===== config.mk =====
export PLATFORM = sky130hd
export DESIGN_NAME = mem_access_stage
export DESIGN_NICKNAME = d
export VERILOG_FILES = /design/src/rtl/mem_access_stage_pkg.sv /design/src/rtl/mem_access_stage_load_align.sv /design/src/rtl/mem_access_stage.sv
export SDC_FILE = /design/constraint.sdc
export NUM_CORES = 1
export LEC_CHECK = 0
export CELL_PAD_IN_SITES_DETAIL_PLACEMENT = 2
export CELL_PAD_IN_SITES_GLOBAL_PLACEMENT = 2
export CORE_AREA = 2 2 152 154
export DETAILED_ROUTE_END_ITERATION = 8
export DIE_AREA = 0 0 154 156
export GPL_TIMING_DRIVEN = 0
export PLACE_DENSITY = 0.81
export SLEW_MARGIN = 20
export SYNTH_ARGS = -nofsm -noshare
export SYNTH_HDL_FRONTEND = slang
export SYNTH_SLANG_ARGS = --single-unit

===== constraint.sdc =====
create_clock -name clk -period 4.1 [get_ports clk]
set_input_delay 0.82 -clock clk [delete_from_list [all_inputs] [get_ports clk]]
set_output_delay 0.82 -clock clk [all_outputs]
set_load 0.005 [all_outputs]

===== src/rtl/mem_access_stage_pkg.sv =====
// ============================================================================
// mem_access_stage_pkg : funct3 encodings, FSM states and access-size helpers
// Revision: 1.0
// ============================================================================
`default_nettype none

package mem_access_stage_pkg;

    localparam logic [2:0] FNC_LB  = 3'b000;
    localparam logic [2:0] FNC_LH  = 3'b001;
    localparam logic [2:0] FNC_LW  = 3'b010;
    localparam logic [2:0] FNC_LBU = 3'b100;
    localparam logic [2:0] FNC_LHU = 3'b101;
    localparam logic [2:0] FNC_SB  = 3'b000;
    localparam logic [2:0] FNC_SH  = 3'b001;
    localparam logic [2:0] FNC_SW  = 3'b010;

    typedef enum logic [1:0] {
        MEM_STATE_IDLE = 2'd0,
        MEM_STATE_REQ  = 2'd1,
        MEM_STATE_RESP = 2'd2
    } mem_state_e;

    typedef enum logic [1:0] {
        SZ_BYTE = 2'd0,
        SZ_HALF = 2'd1,
        SZ_WORD = 2'd2
    } access_size_e;

    // Unsupported funct3 values fall back to full-word accesses.
    function automatic access_size_e access_size(input logic [2:0] funct3,
                                                 input logic       is_store);
        access_size_e sz;
        sz = SZ_WORD;
        if (is_store) begin
            case (funct3)
                FNC_SB:  sz = SZ_BYTE;
                FNC_SH:  sz = SZ_HALF;
                default: sz = SZ_WORD;
            endcase
        end else begin
            case (funct3)
                FNC_LB, FNC_LBU: sz = SZ_BYTE;
                FNC_LH, FNC_LHU: sz = SZ_HALF;
                default:         sz = SZ_WORD;
            endcase
        end
        return sz;
    endfunction

    function automatic logic is_misaligned(input access_size_e sz,
                                           input logic [1:0]   off);
        logic mis;
        case (sz)
            SZ_HALF: mis = off[0];
            SZ_WORD: mis = |off;
            default: mis = 1'b0;
        endcase
        return mis;
    endfunction

endpackage

`default_nettype wire


===== src/rtl/mem_access_stage_load_align.sv =====
// ============================================================================
// load_align : selects the byte/half at the access offset and extends it
// Revision: 1.0
// ============================================================================
`default_nettype none

module load_align
    import mem_access_stage_pkg::*;
#(
    parameter int DWIDTH = 32
) (
    input  logic [2:0]        funct3_i,
    input  logic [1:0]        offset_i,
    input  logic [DWIDTH-1:0] rdata_i,
    output logic [DWIDTH-1:0] data_o
);

    logic [DWIDTH-1:0] shifted;

    always_comb begin
        shifted = rdata_i >> {offset_i, 3'b000};
        case (funct3_i)
            FNC_LB:  data_o = {{(DWIDTH-8){shifted[7]}}, shifted[7:0]};
            FNC_LBU: data_o = {{(DWIDTH-8){1'b0}}, shifted[7:0]};
            FNC_LH:  data_o = {{(DWIDTH-16){shifted[15]}}, shifted[15:0]};
            FNC_LHU: data_o = {{(DWIDTH-16){1'b0}}, shifted[15:0]};
            default: data_o = rdata_i;
        endcase
    end

endmodule

`default_nettype wire


===== src/rtl/mem_access_stage.sv =====
// ============================================================================
// mem_access_stage : RISC-V memory-access stage with req/gnt/rvalid handshake
// Revision: 1.0
// ============================================================================
`default_nettype none

module mem_access_stage
    import mem_access_stage_pkg::*;
#(
    parameter int DWIDTH = 32
) (
    input  logic              clk,
    input  logic              rst_n,
    input  logic              ex_valid,
    output logic              ex_ready,
    input  logic [DWIDTH-1:0] ex_alu_out,
    input  logic [DWIDTH-1:0] ex_store_data,
    input  logic [2:0]        ex_funct3,
    input  logic              ex_is_load,
    input  logic              ex_is_store,
    input  logic [4:0]        ex_rd,
    input  logic              ex_reg_we,
    output logic              dmem_req,
    output logic [DWIDTH-1:0] dmem_addr,
    output logic [3:0]        dmem_be,
    output logic [DWIDTH-1:0] dmem_wdata,
    input  logic              dmem_gnt,
    input  logic              dmem_rvalid,
    input  logic [DWIDTH-1:0] dmem_rdata,
    output logic              wb_valid,
    output logic [4:0]        wb_rd,
    output logic              wb_we,
    output logic [DWIDTH-1:0] wb_data,
    output logic              wb_misaligned
);

    mem_state_e        state_q, state_d;
    logic [DWIDTH-1:0] addr_q, addr_d;
    logic [DWIDTH-1:0] wdata_q, wdata_d;
    logic [3:0]        be_q, be_d;
    logic [2:0]        f3_q, f3_d;
    logic [4:0]        rd_q, rd_d;
    logic              we_q, we_d;
    logic              is_load_q, is_load_d;
    logic              wb_valid_q, wb_valid_d;
    logic [4:0]        wb_rd_q, wb_rd_d;
    logic              wb_we_q, wb_we_d;
    logic [DWIDTH-1:0] wb_data_q, wb_data_d;
    logic              wb_mis_q, wb_mis_d;

    access_size_e      ex_size;
    logic              ex_is_mem;
    logic              ex_mis;
    logic [3:0]        st_be;
    logic [DWIDTH-1:0] st_wdata;
    logic [DWIDTH-1:0] ld_data;

    always_comb begin
        ex_size   = access_size(ex_funct3, ex_is_store);
        ex_is_mem = ex_is_load | ex_is_store;
        ex_mis    = ex_is_mem & is_misaligned(ex_size, ex_alu_out[1:0]);
        case (ex_size)
            SZ_BYTE: begin
                st_be    = 4'b0001 << ex_alu_out[1:0];
                st_wdata = {4{ex_store_data[7:0]}};
            end
            SZ_HALF: begin
                st_be    = 4'b0011 << ex_alu_out[1:0];
                st_wdata = {2{ex_store_data[15:0]}};
            end
            default: begin
                st_be    = 4'b1111;
                st_wdata = ex_store_data;
            end
        endcase
    end

    load_align #(
        .DWIDTH   (DWIDTH)
    ) u_load_align (
        .funct3_i (f3_q),
        .offset_i (addr_q[1:0]),
        .rdata_i  (dmem_rdata),
        .data_o   (ld_data)
    );

    always_comb begin
        state_d    = state_q;
        addr_d     = addr_q;
        wdata_d    = wdata_q;
        be_d       = be_q;
        f3_d       = f3_q;
        rd_d       = rd_q;
        we_d       = we_q;
        is_load_d  = is_load_q;
        wb_valid_d = 1'b0;
        wb_rd_d    = wb_rd_q;
        wb_we_d    = wb_we_q;
        wb_data_d  = wb_data_q;
        wb_mis_d   = wb_mis_q;
        case (state_q)
            MEM_STATE_IDLE: begin
                if (ex_valid) begin
                    if (!ex_is_mem || ex_mis) begin
                        // Pass-through and misaligned ops both report the address/ALU value.
                        wb_valid_d = 1'b1;
                        wb_rd_d    = ex_rd;
                        wb_we_d    = ex_is_mem ? 1'b0 : ex_reg_we;
                        wb_data_d  = ex_alu_out;
                        wb_mis_d   = ex_mis;
                    end else begin
                        state_d   = MEM_STATE_REQ;
                        addr_d    = ex_alu_out;
                        wdata_d   = st_wdata;
                        be_d      = ex_is_store ? st_be : 4'b0000;
                        f3_d      = ex_funct3;
                        rd_d      = ex_rd;
                        we_d      = ex_reg_we;
                        is_load_d = ex_is_load;
                    end
                end
            end
            MEM_STATE_REQ: begin
                if (dmem_gnt) begin
                    if (is_load_q) begin
                        state_d = MEM_STATE_RESP;
                    end else begin
                        state_d    = MEM_STATE_IDLE;
                        wb_valid_d = 1'b1;
                        wb_rd_d    = rd_q;
                        wb_we_d    = 1'b0;
                        wb_data_d  = '0;
                        wb_mis_d   = 1'b0;
                    end
                end
            end
            MEM_STATE_RESP: begin
                if (dmem_rvalid) begin
                    state_d    = MEM_STATE_IDLE;
                    wb_valid_d = 1'b1;
                    wb_rd_d    = rd_q;
                    wb_we_d    = we_q;
                    wb_data_d  = ld_data;
                    wb_mis_d   = 1'b0;
                end
            end
            default: state_d = MEM_STATE_IDLE;
        endcase
    end

    always_ff @(posedge clk or negedge rst_n) begin
        if (!rst_n) begin
            state_q    <= MEM_STATE_IDLE;
            addr_q     <= '0;
            wdata_q    <= '0;
            be_q       <= 4'b0000;
            f3_q       <= 3'b000;
            rd_q       <= 5'd0;
            we_q       <= 1'b0;
            is_load_q  <= 1'b0;
            wb_valid_q <= 1'b0;
            wb_rd_q    <= 5'd0;
            wb_we_q    <= 1'b0;
            wb_data_q  <= '0;
            wb_mis_q   <= 1'b0;
        end else begin
            state_q    <= state_d;
            addr_q     <= addr_d;
            wdata_q    <= wdata_d;
            be_q       <= be_d;
            f3_q       <= f3_d;
            rd_q       <= rd_d;
            we_q       <= we_d;
            is_load_q  <= is_load_d;
            wb_valid_q <= wb_valid_d;
            wb_rd_q    <= wb_rd_d;
            wb_we_q    <= wb_we_d;
            wb_data_q  <= wb_data_d;
            wb_mis_q   <= wb_mis_d;
        end
    end

    // Decoded straight from the state register so reset drops the request asynchronously.
    assign ex_ready      = (state_q == MEM_STATE_IDLE);
    assign dmem_req      = (state_q == MEM_STATE_REQ);
    assign dmem_addr     = {addr_q[DWIDTH-1:2], 2'b00};
    assign dmem_be       = be_q;
    assign dmem_wdata    = wdata_q;
    assign wb_valid      = wb_valid_q;
    assign wb_rd         = wb_rd_q;
    assign wb_we         = wb_we_q;
    assign wb_data       = wb_data_q;
    assign wb_misaligned = wb_mis_q;

endmodule

`default_nettype wire

==> results of run 1 <==
[worst max path at each step]
stage	from	end	slack [ns]
2_1_floorplan	ex_is_store	addr_q[12]	1.27
3_3_place_gp	rst_n	dmem_wdata[10]	-2.86
3_5_place_dp	ex_is_store	dmem_wdata[26]	0.07
4_1_cts	ex_is_store	dmem_wdata[26]	0.47
5_1_grt	ex_is_store	dmem_wdata[23]	0.17
6_report	ex_is_store	wb_data[11]	0.56
[synthesized netlist by cell type (2+ instances only)]
cell	number	area share, %
dfrtp_1	120	47
and2_1	2	0.20
a22o_1	8	1.1
mux2_2	60	11
nand4_1	17	1.7
nand3b_1	9	1.1
o211ai_1	8	0.94
ha_1	8	1.6
inv_1	16	0.94
nand2b_1	6	0.59
o32ai_1	5	0.69
a2111oi_0	5	0.69
nor2b_1	6	0.59
a31oi_1	24	2.4
nand2_1	58	3.4
o21a_1	2	0.24
and3_1	5	0.49
o21ai_0	45	3.5
a22oi_1	8	0.94
buf_1	2	0.12
mux2i_1	18	2.8
a21o_1	17	2.0
o221ai_1	2	0.27
a21oi_1	51	4.0
nor2_1	19	1.1
o2111ai_1	2	0.27
buf_4	35	4.1
a32oi_1	2	0.27
a2bb2oi_1	2	0.27
clkbuf_1	24	1.4
buf_2	20	1.6
nand3_1	8	0.63
[critical path: stages]
cell	delay, ns
clkdlybuf4s50_1	0.55
a21oi_1	0.36
nand2_1	0.16
ha_1	0.32
nand2b_1	0.21
o2111ai_1	0.75
buf_2	0.37
a21oi_1	0.12
a21oi_1	0.20
[layout make-up]
type | instances | area [sq um]
Clock inverter | 14 | 196
Tap cell | 285 | 357
Clock buffer | 18 | 439
Antenna cell | 2 | 5.00
Buffer | 82 | 472
Multi-Input combinational cell | 413 | 2850
Fill cell | 2353 | 12800
Timing Repair Buffer | 220 | 2220
Sequential cell | 120 | 3000
Inverter | 16 | 60.1
[stage by stage]
stage	setup TNS, ns	worst slack, ns	hold WS [ns]	std cells	area (sq um)
after global routing	0	0.174	0.271	1168	9600
final	0	0.558	0.273	1170	9610
after floorplan	0	1.27	0.451	631	6380
after global placement	-341.08	-2.86	0.460	1135	8930
after CTS	0	0.472	0.278	1168	9600
after detailed placement	0	0.0656	0.478	1136	8960
[power by group through the flow]
stage | Clock, mW | Sequential [mW] | Combinational, mW
global placement | 0 | 2.08 | 3.80
finish | 1.64 | 2.11 | 3.91
CTS | 1.67 | 2.12 | 3.96
detailed placement | 0 | 2.13 | 3.92
floorplan | 0 | 2.08 | 1.97
global route | 1.73 | 2.19 | 4.27
[cells by family (layout without fill, tap and decap cells)]
| family | count (synthesis) | in the layout | synth area share (%) |
|---|---|---|---|
| AOI/OAI and AO/OA | 190 | 190 | 18.9 |
| adders and majority gates | 8 | 8 | 1.57 |
| buffers and inverters | 98 | 350 | 8.34 |
| DFF | 120 | 120 | 47.1 |
| muxes | 79 | 79 | 13.8 |
| other | 1 | 4 | 0.0588 |
| and+or+nand+nor | 134 | 134 | 10.3 |
[routing by layer]
| layer | GRT usage (%) | part of all wire (%) | vias up |
|---|---|---|---|
| met5 | 0 | 0.10 | - |
| li1 | - | - | 2742 |
| met2 | 39.2 | 51 | 203 |
| met3 | 8.42 | 8.4 | 21 |
| met1 | 25.6 | 40 | 3031 |
| met4 | 4.14 | 0.96 | 4 |
[registers in the layout, summed over array words and instances (netlist names)]
signal         count
addr_q            32
dmem_wdata        32
wb_data           32
rd_q               5
wb_rd              5
dmem_be            4
f3_q               3
state_q            2
is_load_q          1
wb_misaligned      1
wb_valid           1
wb_we              1
we_q               1
==> flow_summary.toml, run 1 <==
[run_status]
status = "finished, final reports clean"

[final_layout]
layout_commonest_cell = "clkdlybuf4s50_1"
fin_nets = 990
final_cell_mix = "218 x clkdlybuf4s50_1, 120 x dfrtp_1, 60 x mux2_2, 58 x nand2_1, 51 x a21oi_1"
fin_util_pct = 42.9
drive_gt1_share_pct = 17.6
area_growth_pct = 50.6

[drt]
firstDrtPassIters = 4
post_drt_wl_per_cell_um = 22.1
dr.first_iter.drc_count = 213
drc = 0
vias = 6001
wl_mm = 25.9
viasPerCell = 5.13
ant_nets = 0

[floorplan]
die_w_um = 154
die_h_um = 156
ios = 222
row_count = 55
core_sq_um = 22400
start_util_pct = 28.5
die-area_sq_um = 24000

[place]
gp_congestion = 0.833
place_hpwl_mm = 19.8
port_buffers = 219

[clock_network]
clockBufferDepth = 2
cts_tree = "yes"
cts_made_buffers = 17
clk_latency_ns = 0.42
ctsHoldBuffers = 0
ctsResizeCount = 0
htree_levels = 4
cts.clk_slew.worst_paths_ns = 0.06
cts_sinks = 120
clockRootBuffer = "clkbuf_16"
cts_setup_buffers = 0

[yosys]
synth_edf_count = 0
syn-cell-area_sq_um = 6380
synth_warnings = 0
synth.avg_cell_area_sq_um = 10.1
yosys.cell_types.count = 48
async_flop_share_pct = 100
ys_ff_latch = 120
netlist_instances = 630
ys.flop_type = "dfrtp_1"
ys_seq_area_share_pct = 47.1

[sta]
rsz0062_at_grt = "no"
setup_viol = 0
tightest_slew_ns = 0.889
hold_violations = 0
skew_ns = 0.00878
fmaxAchievable_mhz = 282
drv_slew = 0
finalCritPeriodShare_pct = 86.4
slew_headroom_pct = 40.7
period_minus_slack_ns = 3.54

[power]
finalPower_mw = 7.65
p_switching_mw = 2.77
swShare_pct = 36.2
peakVddDrop_mv = 0.327
intPower_mw = 4.88
pwr-share-seq_pct = 27.6
p_leak_nw = 4.09
combPwrFrac_pct = 51.0
clkPwrFrac_pct = 21.4
powerDensity_nw_per_um2 = 797

[worst_hold_path]
min_path_type = "input pin to asynchronous set/reset pin"

[setup_path]
reg2reg_to = "wb_data[18]"
crit_path_start_kind = "input pin"
rr_startpoint = "state_q[0]"
path_class = "input pin to register"
end_kind = "register"
crit_arrival_ns = 3.87
ff2ff_setup_slack_ns = 1.56
reg2reg_depth = 8
crit_fanout = 10
critPathRequiredTime_ns = 4.43

[grt]
grt_first_pass_wirelength_mm = 40.2
grt_pass1_vias = 6782
grt-ovfl-total = 0
antenna_found_initial = 3
grt_max_degree = 82
grt_usage_pct = 22.1

[job]
drv_cap = 0
No activity file was read; power rests on OpenSTA's default activity.
==> inputs of run 2 (changes only) <==
--- a/config.mk
+++ b/config.mk
@@ -11,8 +11,9 @@
 export DETAILED_ROUTE_END_ITERATION = 8
 export DIE_AREA = 0 0 154 156
 export GPL_TIMING_DRIVEN = 0
-export PLACE_DENSITY = 0.81
+export PLACE_DENSITY = 0.82
 export SLEW_MARGIN = 20
 export SYNTH_ARGS = -nofsm -noshare
 export SYNTH_HDL_FRONTEND = slang
+export SYNTH_HIERARCHICAL = 1
 export SYNTH_SLANG_ARGS = --single-unit
==> run 2 against run 1 <==
Effect of this change: setup slack got worse by 0.040 ns; core utilization decreased by 0.15 points; critical path depth increased by 1; clock power decreased by 5%; worst hold slack improved by 0.011 ns; count of clock-buffer cells in the layout decreased by 1; first-iteration DRC count increased by 0.47%; design area decreased by 0.34%; sequential share of layout area increased by 0.11 points; non-clock buffer count decreased by 7; sequential power about the same; global-route usage decreased by 0.86 points; critical endpoint is now wb_data[26].
==> flow_summary.toml, run 2 <==
[clock_network]
cts.clk_slew.worst_paths_ns = 0.06
cts_setup_buffers = 0
clockBufferDepth = 2
ctsHoldBuffers = 0
htree_levels = 4
cts_tree = "yes"
clk_latency_ns = 0.42
cts_made_buffers = 17
ctsResizeCount = 0
cts_sinks = 120
clockRootBuffer = "clkbuf_16"

[yosys]
synthTopCellsByArea = "dfrtp_1 47%, mux2_2 10%, o21ai_0 9.1%, nand2_1 7.6%, buf_4 4.1%"
synth_largest_area_cell = "dfrtp_1"
synth_edf_count = 0
synth_top_area_share_pct = 46.9
ys_seq_area_share_pct = 46.9
synth_most_common_cell = "nand2_1"
ys_ff_latch = 120
netlist_instances = 662
yosys.cell_types.count = 46
ys.flop_type = "dfrtp_1"
async_flop_share_pct = 100
synth.avg_cell_area_sq_um = 9.66
syn-cell-area_sq_um = 6400
synth_warnings = 6
synth_common_cells = "130 x nand2_1, 120 x dfrtp_1, 116 x o21ai_0, 58 x mux2_2, 42 x inv_1"

[power]
p_leak_nw = 4.22
peakVddDrop_mv = 0.303
powerDensity_nw_per_um2 = 762
finalPower_mw = 7.29

[final_layout]
drive_gt1_share_pct = 16.9
stdcell_count = 1200
final_cell_mix = "218 x clkdlybuf4s50_1, 130 x nand2_1, 120 x dfrtp_1, 116 x o21ai_0, 58 x mux2_2"
diodes = 0
multi_input_area_sq_um = 2770
layout_commonest_cell = "clkdlybuf4s50_1"
fillers = 2410
fin_nets = 1022
regArea_sq_um = 3000
area_growth_pct = 49.7

[setup_path]
crit_fanout = 10
critPathRequiredTime_ns = 4.40
critPathBufInv = 3
crit_arrival_ns = 3.88
cp_cell_sequence = "clkdlybuf4s50_1, a21oi_1, nand2_1, ha_1, nand2b_1, o21a_1, a311oi_2, buf_6, buf_12, mux2_4"
crit_family = "compound AO/OA/AOI/OAI gates"
path_class = "input pin to register"
crit_path_start_kind = "input pin"
crit_slowest_cell = "clkdlybuf4s50_1"
cp_slowest_stage_delay_ns = 0.57
end_kind = "register"

[place]
pre_cts_slack_ns = 0.123
place_hpwl_mm = 18.6
port_buffers = 219
dpl.cell_count = 1168
gp_congestion = 0.819

[grt]
antenna_found_initial = 1
grt_pass1_vias = 6676
grt-ovfl-total = 0
grt_usage_pct = 21.2
grt_first_pass_wirelength_mm = 38.9
grt_max_degree = 80

[sta]
setup_ws_ns = 0.518
fmaxAchievable_mhz = 279
hold_violations = 0
rsz0062_at_grt = "no"
tightest_slew_ns = 0.823
slew_headroom_pct = 45.1
finalSetupTns_ns = 0
drv_slew = 0
setup_viol = 0
period_minus_slack_ns = 3.58
skew_ns = 0.00985
finalCritPeriodShare_pct = 87.4
holdWs_ns = 0.284

[floorplan]
die_h_um = 156
core_sq_um = 22400
die-area_sq_um = 24000
start_util_pct = 28.6
die_w_um = 154
ios = 222
row_count = 55

[drt]
drc = 0
dr.first_iter.drc_count = 214
post_drt_wl_per_cell_um = 20.9
wl_mm = 25.1
viasPerCell = 4.88
ant_nets = 0
firstDrtPassIters = 4
vias = 5861

[run_status]
status = "finished, final reports clean"

[job]
drv_cap = 0

[worst_hold_path]
min_path_type = "input pin to asynchronous set/reset pin"
==> run 2: cell count changes after synthesis, moves of 16 or more <==
cell,delta
o21ai_0,+71
nand2_1,+72
a21o_1,-17
a31oi_1,-24
a21oi_1,-37
inv_1,+26
nand4_1,-16
==> run 2: logic make-up after synthesis <==
logic type	synth area share, %
flip-flops	46.9
buffers and inverters	9.86
AO/OA/AOI/OAI	17.1
adder cells (fa/ha/maj)	1.57
AND/OR/NAND/NOR	9.51
multiplexers	14.9
other	0.0586
==> run 2: worst register-to-register path, cell delays in order, from the launching register on <==
cell,delay [ns]
dfrtp_1,0.43
inv_1,0.11
ha_1,0.30
nand2b_1,0.11
o221ai_1,0.25
a311oi_2,0.54
buf_6,0.25
buf_12,0.17
mux2_4,0.32
==> run 2: layout make-up <==
cell class / count / area share [%]
inverter: 42 / 1.65
clock inverter: 15 / 1.74
sequential: 120 / 31.4
tap: 285 / 3.73
multi-input combinational: 426 / 28.9
clock buffer: 17 / 4.44
buffer: 75 / 4.94
timing repair buffer: 220 / 23.2
==> run 2: layer usage <==
layer / up-vias / part of all wire, % / wire (um) / GRT usage, %
li1: 2711 / - / - / -
met1: 2946 / 42 / 10400 / 25.2
met2: 162 / 51 / 12700 / 37.3
met3: 40 / 5.2 / 1300 / 5.17
met4: 2 / 2.7 / 668 / 7.79
met5: - / 0.040 / 10 / 0
==> run 2: final timing paths <==
path / startpoint / end / slack (ns) / cells past startpoint
max in group asynchronous: rst_n / wb_we / 3.10 / 2
min in group clk: addr_q[5] / addr_q[5] / 0.48 / 2
worst min-delay path: rst_n / addr_q[9] / 0.28 / 1
worst max register to register: state_q[0] / wb_data[26] / 1.52 / 8
worst max-delay path: ex_is_store / wb_data[26] / 0.52 / 10
worst min register to register: addr_q[5] / addr_q[5] / 0.48 / 2
==> run 2: power breakdown <==
group | switching [mW] | total (mW) | internal [mW]
sequential | 0.339 | 2.08 | 1.74
combinational | 1.63 | 3.66 | 2.03
clock | 0.639 | 1.55 | 0.908
==> run 2: stage by stage <==
step	util (%)	instance area [sq um]
3_5_place_dp	40.2	8980
2_1_floorplan	-	6400
3_3_place_gp	40.0	8950
6_report	42.8	9570
4_1_cts	42.8	9570
5_1_grt	42.8	9570
